File: src/rtl/exec_commit_stage_pkg.sv
// exec_pkg: condition codes, flag indices and pipeline control type for the execute/commit stage
package exec_pkg;
  typedef enum logic [3:0] {
    EQ, NE, CS, CC, MI, PL, VS, VC, HI, LS, GE, LT, GT, LE, AL, NV
  } cond_e;
  localparam int FLAG_N = 3;
  localparam int FLAG_Z = 2;
  localparam int FLAG_C = 1;
  localparam int FLAG_V = 0;
  localparam int FLAGW_NZ = 1;
  localparam int FLAGW_CV = 0;
  typedef struct packed {
    logic valid;
    logic reg_write;
    logic mem_write;
    logic pc_src;
  } mctl_t;
endpackage

File: src/rtl/exec_commit_stage_if.sv
// exec_commit_stage_if: execute-stage inputs and memory-stage outputs of the commit stage
interface exec_commit_stage_if #(
  parameter int N = 32,
  parameter int RA_W = 4,
  parameter int CNT_W = 16
);
  logic in_valid;
  logic [3:0] Cond;
  logic [1:0] FlagW;
  logic RegW;
  logic MemW;
  logic PCS;
  logic [RA_W-1:0] Rd;
  logic [N-1:0] ALUResult;
  logic [3:0] ALUFlags;
  logic [N-1:0] WriteData;
  logic CondEx;
  logic [3:0] Flags;
  logic m_valid;
  logic m_RegWrite;
  logic m_MemWrite;
  logic m_PCSrc;
  logic [RA_W-1:0] m_Rd;
  logic [N-1:0] m_ALUResult;
  logic [N-1:0] m_WriteData;
  logic [CNT_W-1:0] cnt_exec;
  logic [CNT_W-1:0] cnt_squash;
  modport master (
    output in_valid, Cond, FlagW, RegW, MemW, PCS, Rd, ALUResult, ALUFlags, WriteData,
    input CondEx, Flags, m_valid, m_RegWrite, m_MemWrite, m_PCSrc, m_Rd, m_ALUResult,
    m_WriteData, cnt_exec, cnt_squash
  );
  modport slave (
    input in_valid, Cond, FlagW, RegW, MemW, PCS, Rd, ALUResult, ALUFlags, WriteData,
    output CondEx, Flags, m_valid, m_RegWrite, m_MemWrite, m_PCSrc, m_Rd, m_ALUResult,
    m_WriteData, cnt_exec, cnt_squash
  );
endinterface

File: src/rtl/exec_commit_stage_cond_eval.sv
// cond_eval: ARM condition-field decode against the NZCV flags
module cond_eval
  import exec_pkg::*;
(
  input  logic [3:0] Cond,
  input  logic [3:0] Flags,
  output logic pass
);
  logic n, z, c, v;
  assign n = Flags[FLAG_N];
  assign z = Flags[FLAG_Z];
  assign c = Flags[FLAG_C];
  assign v = Flags[FLAG_V];
  // map each condition code to its flag predicate
  always_comb begin
    pass = 1'b0;
    case (cond_e'(Cond))
      EQ: pass = z;
      NE: pass = ~z;
      CS: pass = c;
      CC: pass = ~c;
      MI: pass = n;
      PL: pass = ~n;
      VS: pass = v;
      VC: pass = ~v;
      HI: pass = c & ~z;
      LS: pass = ~c | z;
      GE: pass = n == v;
      LT: pass = n != v;
      GT: pass = ~z & (n == v);
      LE: pass = z | (n != v);
      AL: pass = 1'b1;
      NV: pass = 1'b0;
    endcase
  end
endmodule

File: src/rtl/exec_commit_stage.sv
// exec_commit_stage: condition check, NZCV ownership, gated EX/MEM pipeline register and counters
module exec_commit_stage
  import exec_pkg::*;
#(
  parameter int N = 32,
  parameter int RA_W = 4,
  parameter int CNT_W = 16
) (
  input logic clk,
  input logic reset,
  input logic stall,
  input logic flush,
  exec_commit_stage_if.slave ex
);
  logic pass, cond_ex, adv, fire, squash;
  logic [3:0] flags_q, flags_d;
  mctl_t mctl_q, mctl_d;
  logic [RA_W-1:0] rd_q, rd_d;
  logic [N-1:0] res_q, res_d, wd_q, wd_d;
  logic [CNT_W-1:0] cnt_exec_q, cnt_exec_d, cnt_squash_q, cnt_squash_d;
  cond_eval u_cond_eval (
    .Cond(ex.Cond),
    .Flags(flags_q),
    .pass(pass)
  );
  assign cond_ex = pass & ex.in_valid;
  assign adv = ~stall & ~flush;
  assign fire = cond_ex & adv;
  assign squash = ex.in_valid & ~pass & adv;
  // next state: flags on fire, pipeline load on advance, bubble on flush, saturating counters
  always_comb begin
    flags_d[FLAG_N:FLAG_Z] = (fire & ex.FlagW[FLAGW_NZ]) ? ex.ALUFlags[FLAG_N:FLAG_Z] : flags_q[FLAG_N:FLAG_Z];
    flags_d[FLAG_C:FLAG_V] = (fire & ex.FlagW[FLAGW_CV]) ? ex.ALUFlags[FLAG_C:FLAG_V] : flags_q[FLAG_C:FLAG_V];
    mctl_d = flush ? '0 : stall ? mctl_q :
             '{valid: ex.in_valid, reg_write: ex.RegW & cond_ex,
               mem_write: ex.MemW & cond_ex, pc_src: ex.PCS & cond_ex};
    rd_d = adv ? ex.Rd : rd_q;
    res_d = adv ? ex.ALUResult : res_q;
    wd_d = adv ? ex.WriteData : wd_q;
    cnt_exec_d = (fire & ~&cnt_exec_q) ? cnt_exec_q + CNT_W'(1) : cnt_exec_q;
    cnt_squash_d = (squash & ~&cnt_squash_q) ? cnt_squash_q + CNT_W'(1) : cnt_squash_q;
  end
  // state registers with synchronous reset
  always_ff @(posedge clk) begin
    if (reset) begin
      flags_q <= '0;
      mctl_q <= '0;
      rd_q <= '0;
      res_q <= '0;
      wd_q <= '0;
      cnt_exec_q <= '0;
      cnt_squash_q <= '0;
    end else begin
      flags_q <= flags_d;
      mctl_q <= mctl_d;
      rd_q <= rd_d;
      res_q <= res_d;
      wd_q <= wd_d;
      cnt_exec_q <= cnt_exec_d;
      cnt_squash_q <= cnt_squash_d;
    end
  end
  assign ex.CondEx = cond_ex;
  assign ex.Flags = flags_q;
  assign ex.m_valid = mctl_q.valid;
  assign ex.m_RegWrite = mctl_q.reg_write;
  assign ex.m_MemWrite = mctl_q.mem_write;
  assign ex.m_PCSrc = mctl_q.pc_src;
  assign ex.m_Rd = rd_q;
  assign ex.m_ALUResult = res_q;
  assign ex.m_WriteData = wd_q;
  assign ex.cnt_exec = cnt_exec_q;
  assign ex.cnt_squash = cnt_squash_q;
endmodule

File: src/flat_wrapper.sv
// flat-port wrapper written by rule: the top's interface ports become plain ports
module exec_commit_stage_flat import exec_pkg::*;
#(
  parameter int N = 32,
  parameter int RA_W = 4,
  parameter int CNT_W = 16
)
  (clk, reset, stall, flush, ex_in_valid, ex_Cond, ex_FlagW, ex_RegW, ex_MemW, ex_PCS, ex_Rd, ex_ALUResult, ex_ALUFlags, ex_WriteData, ex_CondEx, ex_Flags, ex_m_valid, ex_m_RegWrite, ex_m_MemWrite, ex_m_PCSrc, ex_m_Rd, ex_m_ALUResult, ex_m_WriteData, ex_cnt_exec, ex_cnt_squash);
  exec_commit_stage_if #(.N(N), .RA_W(RA_W), .CNT_W(CNT_W)) ex_i ();
  input logic clk;
  input logic reset;
  input logic stall;
  input logic flush;
  input wire logic [$bits(ex_i.in_valid)-1:0] ex_in_valid;
  input wire logic [$bits(ex_i.Cond)-1:0] ex_Cond;
  input wire logic [$bits(ex_i.FlagW)-1:0] ex_FlagW;
  input wire logic [$bits(ex_i.RegW)-1:0] ex_RegW;
  input wire logic [$bits(ex_i.MemW)-1:0] ex_MemW;
  input wire logic [$bits(ex_i.PCS)-1:0] ex_PCS;
  input wire logic [$bits(ex_i.Rd)-1:0] ex_Rd;
  input wire logic [$bits(ex_i.ALUResult)-1:0] ex_ALUResult;
  input wire logic [$bits(ex_i.ALUFlags)-1:0] ex_ALUFlags;
  input wire logic [$bits(ex_i.WriteData)-1:0] ex_WriteData;
  output wire logic [$bits(ex_i.CondEx)-1:0] ex_CondEx;
  output wire logic [$bits(ex_i.Flags)-1:0] ex_Flags;
  output wire logic [$bits(ex_i.m_valid)-1:0] ex_m_valid;
  output wire logic [$bits(ex_i.m_RegWrite)-1:0] ex_m_RegWrite;
  output wire logic [$bits(ex_i.m_MemWrite)-1:0] ex_m_MemWrite;
  output wire logic [$bits(ex_i.m_PCSrc)-1:0] ex_m_PCSrc;
  output wire logic [$bits(ex_i.m_Rd)-1:0] ex_m_Rd;
  output wire logic [$bits(ex_i.m_ALUResult)-1:0] ex_m_ALUResult;
  output wire logic [$bits(ex_i.m_WriteData)-1:0] ex_m_WriteData;
  output wire logic [$bits(ex_i.cnt_exec)-1:0] ex_cnt_exec;
  output wire logic [$bits(ex_i.cnt_squash)-1:0] ex_cnt_squash;
  assign ex_i.in_valid = ex_in_valid;
  assign ex_i.Cond = ex_Cond;
  assign ex_i.FlagW = ex_FlagW;
  assign ex_i.RegW = ex_RegW;
  assign ex_i.MemW = ex_MemW;
  assign ex_i.PCS = ex_PCS;
  assign ex_i.Rd = ex_Rd;
  assign ex_i.ALUResult = ex_ALUResult;
  assign ex_i.ALUFlags = ex_ALUFlags;
  assign ex_i.WriteData = ex_WriteData;
  assign ex_CondEx = ex_i.CondEx;
  assign ex_Flags = ex_i.Flags;
  assign ex_m_valid = ex_i.m_valid;
  assign ex_m_RegWrite = ex_i.m_RegWrite;
  assign ex_m_MemWrite = ex_i.m_MemWrite;
  assign ex_m_PCSrc = ex_i.m_PCSrc;
  assign ex_m_Rd = ex_i.m_Rd;
  assign ex_m_ALUResult = ex_i.m_ALUResult;
  assign ex_m_WriteData = ex_i.m_WriteData;
  assign ex_cnt_exec = ex_i.cnt_exec;
  assign ex_cnt_squash = ex_i.cnt_squash;
  exec_commit_stage #(.N(N), .RA_W(RA_W), .CNT_W(CNT_W)) u_core (.clk(clk), .reset(reset), .stall(stall), .flush(flush), .ex(ex_i));
endmodule
File: config.mk
export PLATFORM = sky130hd
export DESIGN_NAME = exec_commit_stage_flat
export DESIGN_NICKNAME = d
export VERILOG_FILES = /design/src/rtl/exec_commit_stage_pkg.sv /design/src/rtl/exec_commit_stage_if.sv /design/src/rtl/exec_commit_stage_cond_eval.sv /design/src/rtl/exec_commit_stage.sv /design/src/flat_wrapper.sv
export SDC_FILE = /design/constraint.sdc
export NUM_CORES = 1
export LEC_CHECK = 0
export BUFFER_PORTS_ARGS = -buffer_cell sky130_fd_sc_hd__buf_2
export CAP_MARGIN = 10
export CORE_ASPECT_RATIO = 1.4
export CORE_MARGIN = 3
export CORE_UTILIZATION = 46
export DETAILED_ROUTE_END_ITERATION = 8
export GPL_TIMING_DRIVEN = 0
export MAX_ROUTING_LAYER = met4
export PLACE_DENSITY = 0.75
export SLEW_MARGIN = 5
export SYNTH_ARGS = -nofsm -noshare
export SYNTH_HDL_FRONTEND = slang
export SYNTH_SLANG_ARGS = --single-unit
File: constraint.sdc
create_clock -name clk -period 3.3 [get_ports clk]
set_clock_uncertainty 0.2 [all_clocks]
set_input_delay 0.66 -clock clk [delete_from_list [all_inputs] [get_ports clk]]
set_output_delay 0.66 -clock clk [all_outputs]
set_load 0.05 [all_outputs]
# Word level (Yosys, flattened, before mapping)
# Cells that the tools add are included.
dict set report totals {
  ramBits 0
  mem_count 0
  output_inout_bits 109
  elab_cells 60
  ff_bits 108
  rom_bits 0
  latch_bits 0
}
dict set report classes {
  mul 0
  eq_ne 17
  mux 1
  shift 0
  n_lt_le_gt_ge 0
  bitwise 23
  n_div 0
  reduce_logical 6
  n_addsub 2
}
# operator count
set op_table {}
lappend op_table {{$add 16x1->16 const B} 2}
lappend op_table {{$eq 4x4->1 const B} 8}
lappend op_table {{$reduce_and 16->1} 2}
lappend op_table {{$eq 4x3->1 const B} 4}
lappend op_table {{$pmux 1 s16} 1}
lappend op_table {{$and 1x1->1} 14}
lappend op_table {{$eq 4x2->1 const B} 2}
lappend op_table {{$not 1->1} 7}
lappend op_table {{$eq 4x1->1 const B} 1}
lappend op_table {{$logic_not 4->1} 1}
lappend op_table {{$logic_not 1->1} 2}
lappend op_table {{$or 1x1->1} 2}
lappend op_table {{$reduce_or 2->1} 1}
lappend op_table {{$eq 1x1->1} 1}
lappend op_table {{$ne 1x1->1} 1}

# Longest topological paths before layout
# Gate-level depths: netlist (run 1).
dict set report depth {
  word_depth 7
  depth_mapped 8
  mapped_depth_nobuf 7
}

# By module
# Synthesis (run 1) repeated with hierarchy kept, for this count alone.
dict set report hier_totals {
  cells_unflattened 557
  area_unflattened_um2 4456.8
}
# mod area_each_um2 n_inst seq_area_each_um2 cells_per_inst
set modules_own_cells {}
lappend modules_own_cells {exec_commit_stage 4301.6 1 2162.1 534}
lappend modules_own_cells {cond_eval 155.1 1 0.0 23}

# Least setup slack after synthesis (run 1)
# Ideal clock, no wire load.
dict set report synth_path {
  path_type {register -> output}
  start {register u_core.flags_q[2], in the netlist u_core.ex.Flags[2]}
  end {output port ex_CondEx}
  slack_ns 0.058
  t_arrival_ns 2.382
  stages_incl_launch_ff 8
  path_buffers 2
  cell_sequence {dfxtp_1 -> o21ba_2 -> o22ai_2 -> mux2i_2 -> or2_1 -> clkbuf_1 -> buf_2 -> and2_1}
}
dict set report synth_between {
  elab_chain_cells 4
  word_cells_on_any_way 7
}
# element line
set synth_rtl {}
lappend synth_rtl {{from (decl)} exec_commit_stage.sv:16} ;# logic [3:0] flags_q, flags_d;
lappend synth_rtl {{from (signal assigned)} exec_commit_stage.sv:54} ;# flags_q <= flags_d;
lappend synth_rtl {{$not 1->1} {exec_commit_stage_cond_eval.sv:19, exec_commit_stage_cond_eval.sv:26, exec_commit_stage_cond_eval.sv:30}}
lappend synth_rtl {{$and 1x1->1 (on tied branches)} {exec_commit_stage_cond_eval.sv:30, exec_commit_stage_cond_eval.sv:26}}
lappend synth_rtl {{$pmux 1 s16 (*)} exec_commit_stage_cond_eval.sv:17} ;# case (cond_e'(Cond))
lappend synth_rtl {{$and 1x1->1 (*)} exec_commit_stage.sv:26} ;# assign cond_ex = pass & ex.in_valid;
lappend synth_rtl {{to (decl)} flat_wrapper.sv:24} ;# output wire logic [$bits(ex_i.CondEx)-1:0] ex_CondEx;
# Mark *: on every way between the ends. The rest lies on a longest branch, timed or not.

# Final worst setup path (run 1)
dict set report layout_path {
  start {input port ex_Cond[1]}
  end {output port ex_CondEx}
}
dict set report layout_between {
  elab_chain_cells 3
  word_cells_on_any_way 18
}
# element line
set layout_rtl {}
lappend layout_rtl {{from (decl)} flat_wrapper.sv:15} ;# input wire logic [$bits(ex_i.Cond)-1:0] ex_Cond;
lappend layout_rtl {{$eq 4x4->1, or another cell as far along} exec_commit_stage_cond_eval.sv:17}
lappend layout_rtl {{$pmux 1 s16 (*)} exec_commit_stage_cond_eval.sv:17}
lappend layout_rtl {{$and 1x1->1 (*)} exec_commit_stage.sv:26}
# Marked as above.

==> run metrics, run 1 <==
run status=finished, final reports clean; DRT Pass-1 Iters=4; Post-synth EDFFs=0; Synth Register Bits=approximately 110; crit path launch=ex_Cond[1]; vias in the first global route=4,456; syn_area_per_cell=~8.1 sq um; VDD IR max=around 0.31 mV; ant diodes=0; initial cell density of the core=0.481; Hold Fails Final Rpt=0; Residual DRC=0; reg2reg path depth=8; Nets=838; antenna-violating nets left=0; worst-skew pair later-pin latency=~340 ps; Yosys warnings=0; # IOs=slightly below 200; Post-Syn Area=~4400 sq um; Cell variety after synth=46; crit-path most repeated cell=buf_2; Pwr per Cell Area=approximately 480 nW/um^2; CTS Hold Bufs=0; routability cong.=0.834; Synth Instances=between 500 and 600; CTS tree=done; Core ar.=about 9200 sq um; Worst setup EP type=output port; ys flop type=dfxtp_1; Crit path buffers/inverters=3; worst-path fanout max=10; Synth Net Count=632; initial antenna violation count=0; first-pass GRT wire length=between 20 and 25 mm; FF-to-FF setup slack=around 640 ps; root buffer cell=clkbuf_16; max incr delay on CP=between 300 and 400 ps; gr usage total=0.246; area share of the largest cell type after synthesis=0.490; initial DRC count=roughly 210; HPWL after DPL=~10 mm; Worst Path Arrival=2320 ps; Via density=5.35; Critical-path top delay cell=mux2i_2; Crit Path Class=input pin to output port; synth cell count leaders=144 x nand2_1, 108 x dfxtp_1, 93 x a21oi_1; total CTS buffers=9; setup ws final=115 ps; crit path launch type=input pin; P_leak=roughly 2.6 nW; crit-path cells=buf_2 > mux2i_1 > mux2i_2 > a21oi_4 > or2_4 > buf_4 > and2_1 > buf_2; dpl ws=-357 ps; FFs w/ async S/R, synth=0; Area Overhead vs Synth=31.8%; Die X=88.8 um; DIE AREA=10,800 sq um; die extent in y=approximately 120 um; DR WL/cell=between 15 and 20 um; GRT overflow=0; row count=41; Port Buf Inserts=around 190; share of layout cells above drive strength 1=0.301; post-layout util=0.633; via count=approximately 4,600; clock-pin slew on the worst setup and hold paths=roughly 70 ps; top post-synthesis cells by area=dfxtp_1 49%, nand2_1 12%, a21oi_1 11%; Fillers=slightly above 800; worst-margin pin slew=975 ps; clock tree buffer depth=2; Hold Crit Class=flop to flop; Critical Path Stages=8; largest net degree at the start of global routing=17; r2r startpoint=u_core.ex.cnt_exec[0]; post-synth top area cell=dfxtp_1; Setup-failing EPs final=0; CP required=2440 ps; final max-slew violation count=0; count leader, synth=nand2_1; Final Cycle Share=0.965; critical path's top delay family=multiplexers; Sink Count=108; total power=2.77 mW; Cells after DPL=845; RSZ-0062 raised after global routing=false; sequential area share after synthesis=0.490; r2r endpoint=u_core.ex.cnt_exec[1]; Max-Cap Viols=0; Final min period=around 3200 ps; final WL=between 10 and 15 mm; Setup crit end=ex_CondEx; final cell count without fillers=~860; fmax=314 MHz; CTS HTree Levels=3; Max-Slew Margin vs Limit=0.345
==> layout make-up <==
cell class / instances / area (sq um) / area share
Clock buffer: 13 / 250 / 0.0430
Buffer: 33 / 155 / 0.0267
Tap cell: 107 / 134 / 0.0230
Multi-Input combinational cell: 398 / 2090 / 0.360
Clock inverter: 3 / 22.5 / 0.00387
Timing Repair Buffer: 196 / 986 / 0.170
Sequential cell: 108 / 2160 / 0.372
Inverter: 4 / 15.0 / 0.00258
==> metrics by stage <==
stage                     TNS (ps)  cell area, sq um  hold WS (ps)
final                            0              5820           252
after detailed placement      -357              5520           244
after CTS                        0              5810           254
after global placement        -324              5520           239
after global routing             0              5820           268
after floorplan                  0              4410           473
==> worst min path at each step <==
stage,from,to,slack (ps),cells after the start
3_3_place_gp,u_core.ex.m_WriteData[1],u_core.ex.m_WriteData[1],240,2
3_5_place_dp,u_core.ex.m_ALUResult[3],u_core.ex.m_ALUResult[3],240,2
5_1_grt,u_core.ex.m_Rd[0],u_core.ex.m_Rd[0],270,2
4_1_cts,u_core.ex.m_ALUResult[3],u_core.ex.m_ALUResult[3],250,2
2_1_floorplan,u_core.ex.m_Rd[0],u_core.ex.m_Rd[0],470,2
6_report,u_core.ex.m_ALUResult[3],u_core.ex.m_ALUResult[3],250,2
==> worst min-delay path, stage by stage, from the launching register on <==
cell and delay [ps]:
dfxtp_1 310, nand2_1 50, a21oi_1 50
==> layout by cell type, fill, tap and decap left out, drive strengths merged, types with 4 or more instances in the layout <==
cell    synthesis  final
or4             6      6
nand2         144    144
buf             8    204
clkbuf         26     38
a21oi          94     94
mux2i           9      9
o21ai          17     17
nor2           19     19
nor4            4      4
or2             5      5
and3            5      5
dfxtp         108    108
nor3           10     10
o41ai           4      4
o31ai           5      5
nand3b          4      4
inv             4      4
or3            17     17
nand4           8      8
xnor2           5      5
nand3          15     15
==> flip-flops by register name, indices dropped and copies added, names as in the netlist <==
name	count
u_core.ex.Flags	4
u_core.ex.cnt_exec	16
u_core.ex.cnt_squash	16
u_core.ex.m_ALUResult	32
u_core.ex.m_MemWrite	1
u_core.ex.m_PCSrc	1
u_core.ex.m_Rd	4
u_core.ex.m_RegWrite	1
u_core.ex.m_WriteData	32
u_core.ex.m_valid	1
==> routing by layer <==
metal | routed length, um | part of all wire | vias up | track usage
met2 | 7120 | 0.54 | 163 | 0.441
met5 | 0 | 0 | - | -
met4 | 189 | 0.014 | 0 | 0.0936
met3 | 750 | 0.057 | 16 | 0.0419
met1 | 5010 | 0.38 | 2140 | 0.264
li1 | - | - | 2294 | -
==> cell families (layout without fill, tap and decap cells) <==
kind of cell | Yosys count | count (layout) | synth area share
compound gates | 130 | 130 | 0.166
xor+xnor | 7 | 7 | 0.0139
fa+ha+maj | 2 | 2 | 0.00567
buf+inv | 38 | 249 | 0.0388
flops | 108 | 108 | 0.490
mux | 10 | 10 | 0.0247
simple gates | 249 | 249 | 0.261
==> power breakdown <==
group,leakage (nW),switching (mW),internal (mW)
clock,0.134,0.457,0.535
combinational,1.54,0.292,0.119
sequential,0.878,0.0215,1.34
total,2.55,0.771,2.00
==> repair_timing <==
item,CTS,global route
pin swaps,1,0
setup buffers,2,0
hold endpoints to repair,0,0
gates resized for setup,2,1
setup endpoints to repair,1,1
Note: power is estimated with default switching activity, not from simulation.
==> inputs of run 2 (changes only) <==
- CELL_PAD_IN_SITES_DETAIL_PLACEMENT: unset -> 2
- CELL_PAD_IN_SITES_GLOBAL_PLACEMENT: unset -> 2
- CORE_UTILIZATION: 46 -> 25
==> run 2 against run 1 <==
Combinational power grew 3%. Clock power grew 8%. Non-clock buffer count is the same. Sequential power is essentially flat. Critical path depth is the same. Clock-buffer cell count shrank 3. Largest cell class unchanged.
==> run metrics, run 2 (synthesis gave the netlist of run 1 again) <==
run status=finished, final reports clean (unchanged); Worst Path Arrival=2340 ps (was 2320 ps); via count=4,743 (was 4,613); initial cell density of the core=0.259 (was 0.481); Pwr per Cell Area=477 nW/um^2 (was 476 nW/um^2); Setup-failing EPs final=0 (unchanged); worst-margin pin slew=1110 ps (was 975 ps); Crit Path Class=input pin to output port (unchanged); commonest cells after routing, fill and taps aside=196 x buf_2, 144 x nand2_1, 108 x dfxtp_1 (unchanged); Clk pwr share=0.373 (was 0.358); total CTS buffers=9 (unchanged); Logic pwr share=0.149 (about the same); DR WL/cell=17.6 um (was 15.2 um); root buffer cell=clkbuf_16 (unchanged); VDD IR max=0.194 mV (was 0.314 mV); clock-pin slew on the worst setup and hold paths=70 ps (about the same); fmax=313 MHz (was 314 MHz); CTS HTree Levels=3 (unchanged); Via density=4.81 (was 5.35); r2r startpoint=u_core.ex.cnt_exec[5] (was u_core.ex.cnt_exec[0]); vias in the first global route=5,352 (was 4,456); Area Overhead vs Synth=35.6% (was 31.8%); worst-path fanout max=10 (unchanged); first-pass GRT wire length=27.8 mm (was 20.3 mm); Nets=838 (unchanged); antenna-violating nets left=0 (unchanged); crit path launch type=input pin (unchanged); Max-Slew Margin vs Limit=0.256 (was 0.345); Sink Count=108 (unchanged); Final Cycle Share=0.969 (was 0.965); Hold Fails Final Rpt=0 (unchanged); largest net degree at the start of global routing=19 (was 17); setup TNS=0 ps (unchanged); dpl ws=-409 ps (was -357 ps); clock tree buffer depth=2 (unchanged); crit path launch=ex_Cond[1] (unchanged); row count=56 (was 41); routability cong.=0.809 (was 0.834); Hold WS=255 ps (was 252 ps); post-layout util=0.351 (was 0.633); worst-skew pair later-pin latency=350 ps (was 340 ps); P_sw=0.853 mW (was 0.771 mW); DRT Pass-1 Iters=4 (unchanged); RSZ-0062 raised after global routing=false (unchanged); die extent in y=163 um (was 122 um); Fillers=2,008 (was 808); Port Buf Inserts=194 (unchanged); share of layout cells above drive strength 1=0.304 (was 0.301); final max-slew violation count=0 (unchanged); total power=2.86 mW (was 2.77 mW); initial antenna violation count=1 (was 0); Worst setup EP type=output port (unchanged); Core ar.=17,000 sq um (was 9180 sq um); final WL=17.4 mm (was 13.1 mm); DIE AREA=19,300 sq um (was 10,800 sq um); CP required=2440 ps (about the same); Residual DRC=0 (unchanged); Int Pwr=2.00 mW (about the same); CTS tree=done (unchanged); most common cell after layout, fill and taps aside=buf_2 (unchanged); initial DRC count=152 (was 209); switching share of power=0.299 (was 0.278); # IOs=195 (unchanged); gr usage total=0.185 (was 0.246); Hold Startpoint=u_core.ex.m_Rd[3] (was u_core.ex.m_ALUResult[3]); HPWL after DPL=13.8 mm (was 10.1 mm); Max-Cap Viols=0 (unchanged); Hold Crit Class=flop to flop (unchanged); Final min period=3200 ps (was 3180 ps); setup ws final=101 ps (was 115 ps); P_leak=2.55 nW (about the same); part of the power in registers=0.478 (was 0.493); GRT overflow=0 (unchanged); Die X=118 um (was 88.8 um); flip-flop and latch area=2160 sq um (unchanged); multi-input logic area=2090 sq um (unchanged)
==> run 2: cell count changes in the layout (fill, tap and decap cells not counted) <==
cell,change
clkbuf_1,-3
clkinv_4,-2
clkinvlp_4,+2
inv_6,+2
clkinv_2,-1
diode_2,+1
inv_8,+1
==> run 2: area by class of cell <==
class                           instances  share of cell area
Sequential cell                       108               0.361
Multi-Input combinational cell        398               0.349
Timing Repair Buffer                  196               0.165
Tap cell                              232              0.0485
Clock buffer                           10              0.0399
Buffer                                 33              0.0259
Clock inverter                          5             0.00732
Inverter                                4             0.00251
Antenna cell                            1            0.000418
==> run 2: power groups by stage <==
stage / registers, mW / clock network [mW] / logic [mW]
after floorplan: 1.53 / 0 / 0.125
after global placement: 1.39 / 0 / 0.410
after detailed placement: 1.40 / 0 / 0.424
after CTS: 1.37 / 1.10 / 0.432
after global routing: 1.37 / 1.17 / 0.459
final: 1.37 / 1.07 / 0.425
==> run 2: critical path, cell delays in order <==
cell and delay [ps]:
buf_2 160, mux2i_1 270, mux2i_2 300, a21oi_4 100
or2_4 310, buf_4 190, and2_1 150, buf_2 200
==> run 2: metrics by stage <==
step / instances / instance area, sq um
floorplan: 544 / 4410
global placement: 970 / 5670
detailed placement: 970 / 5670
CTS: 986 / 5980
global route: 987 / 5980
finish: 987 / 5980
==> run 2: path summary, 6_finish.rpt <==
path,to,slack [ps],cells after the start
max reg2reg,u_core.ex.cnt_exec[1],540,8
max,ex_CondEx,100,8
min reg2reg,u_core.ex.m_Rd[3],260,2
min,u_core.ex.m_Rd[3],260,2
==> run 2: timing repair <==
action,in CTS,in global routing
hold buffers,0,0
setup endpoints to repair,1,0
hold endpoints to repair,0,0
resized for setup,3,0
buffers inserted,2,0
==> run 2: routing by layer <==
layer,wire length [um],up-vias,global-route usage,share of wire
met5,0,-,-,0
met4,208,0,0.0549,0.012
met3,990,15,0.0520,0.057
met2,9610,138,0.351,0.55
met1,6580,2296,0.183,0.38
li1,-,2294,-,-
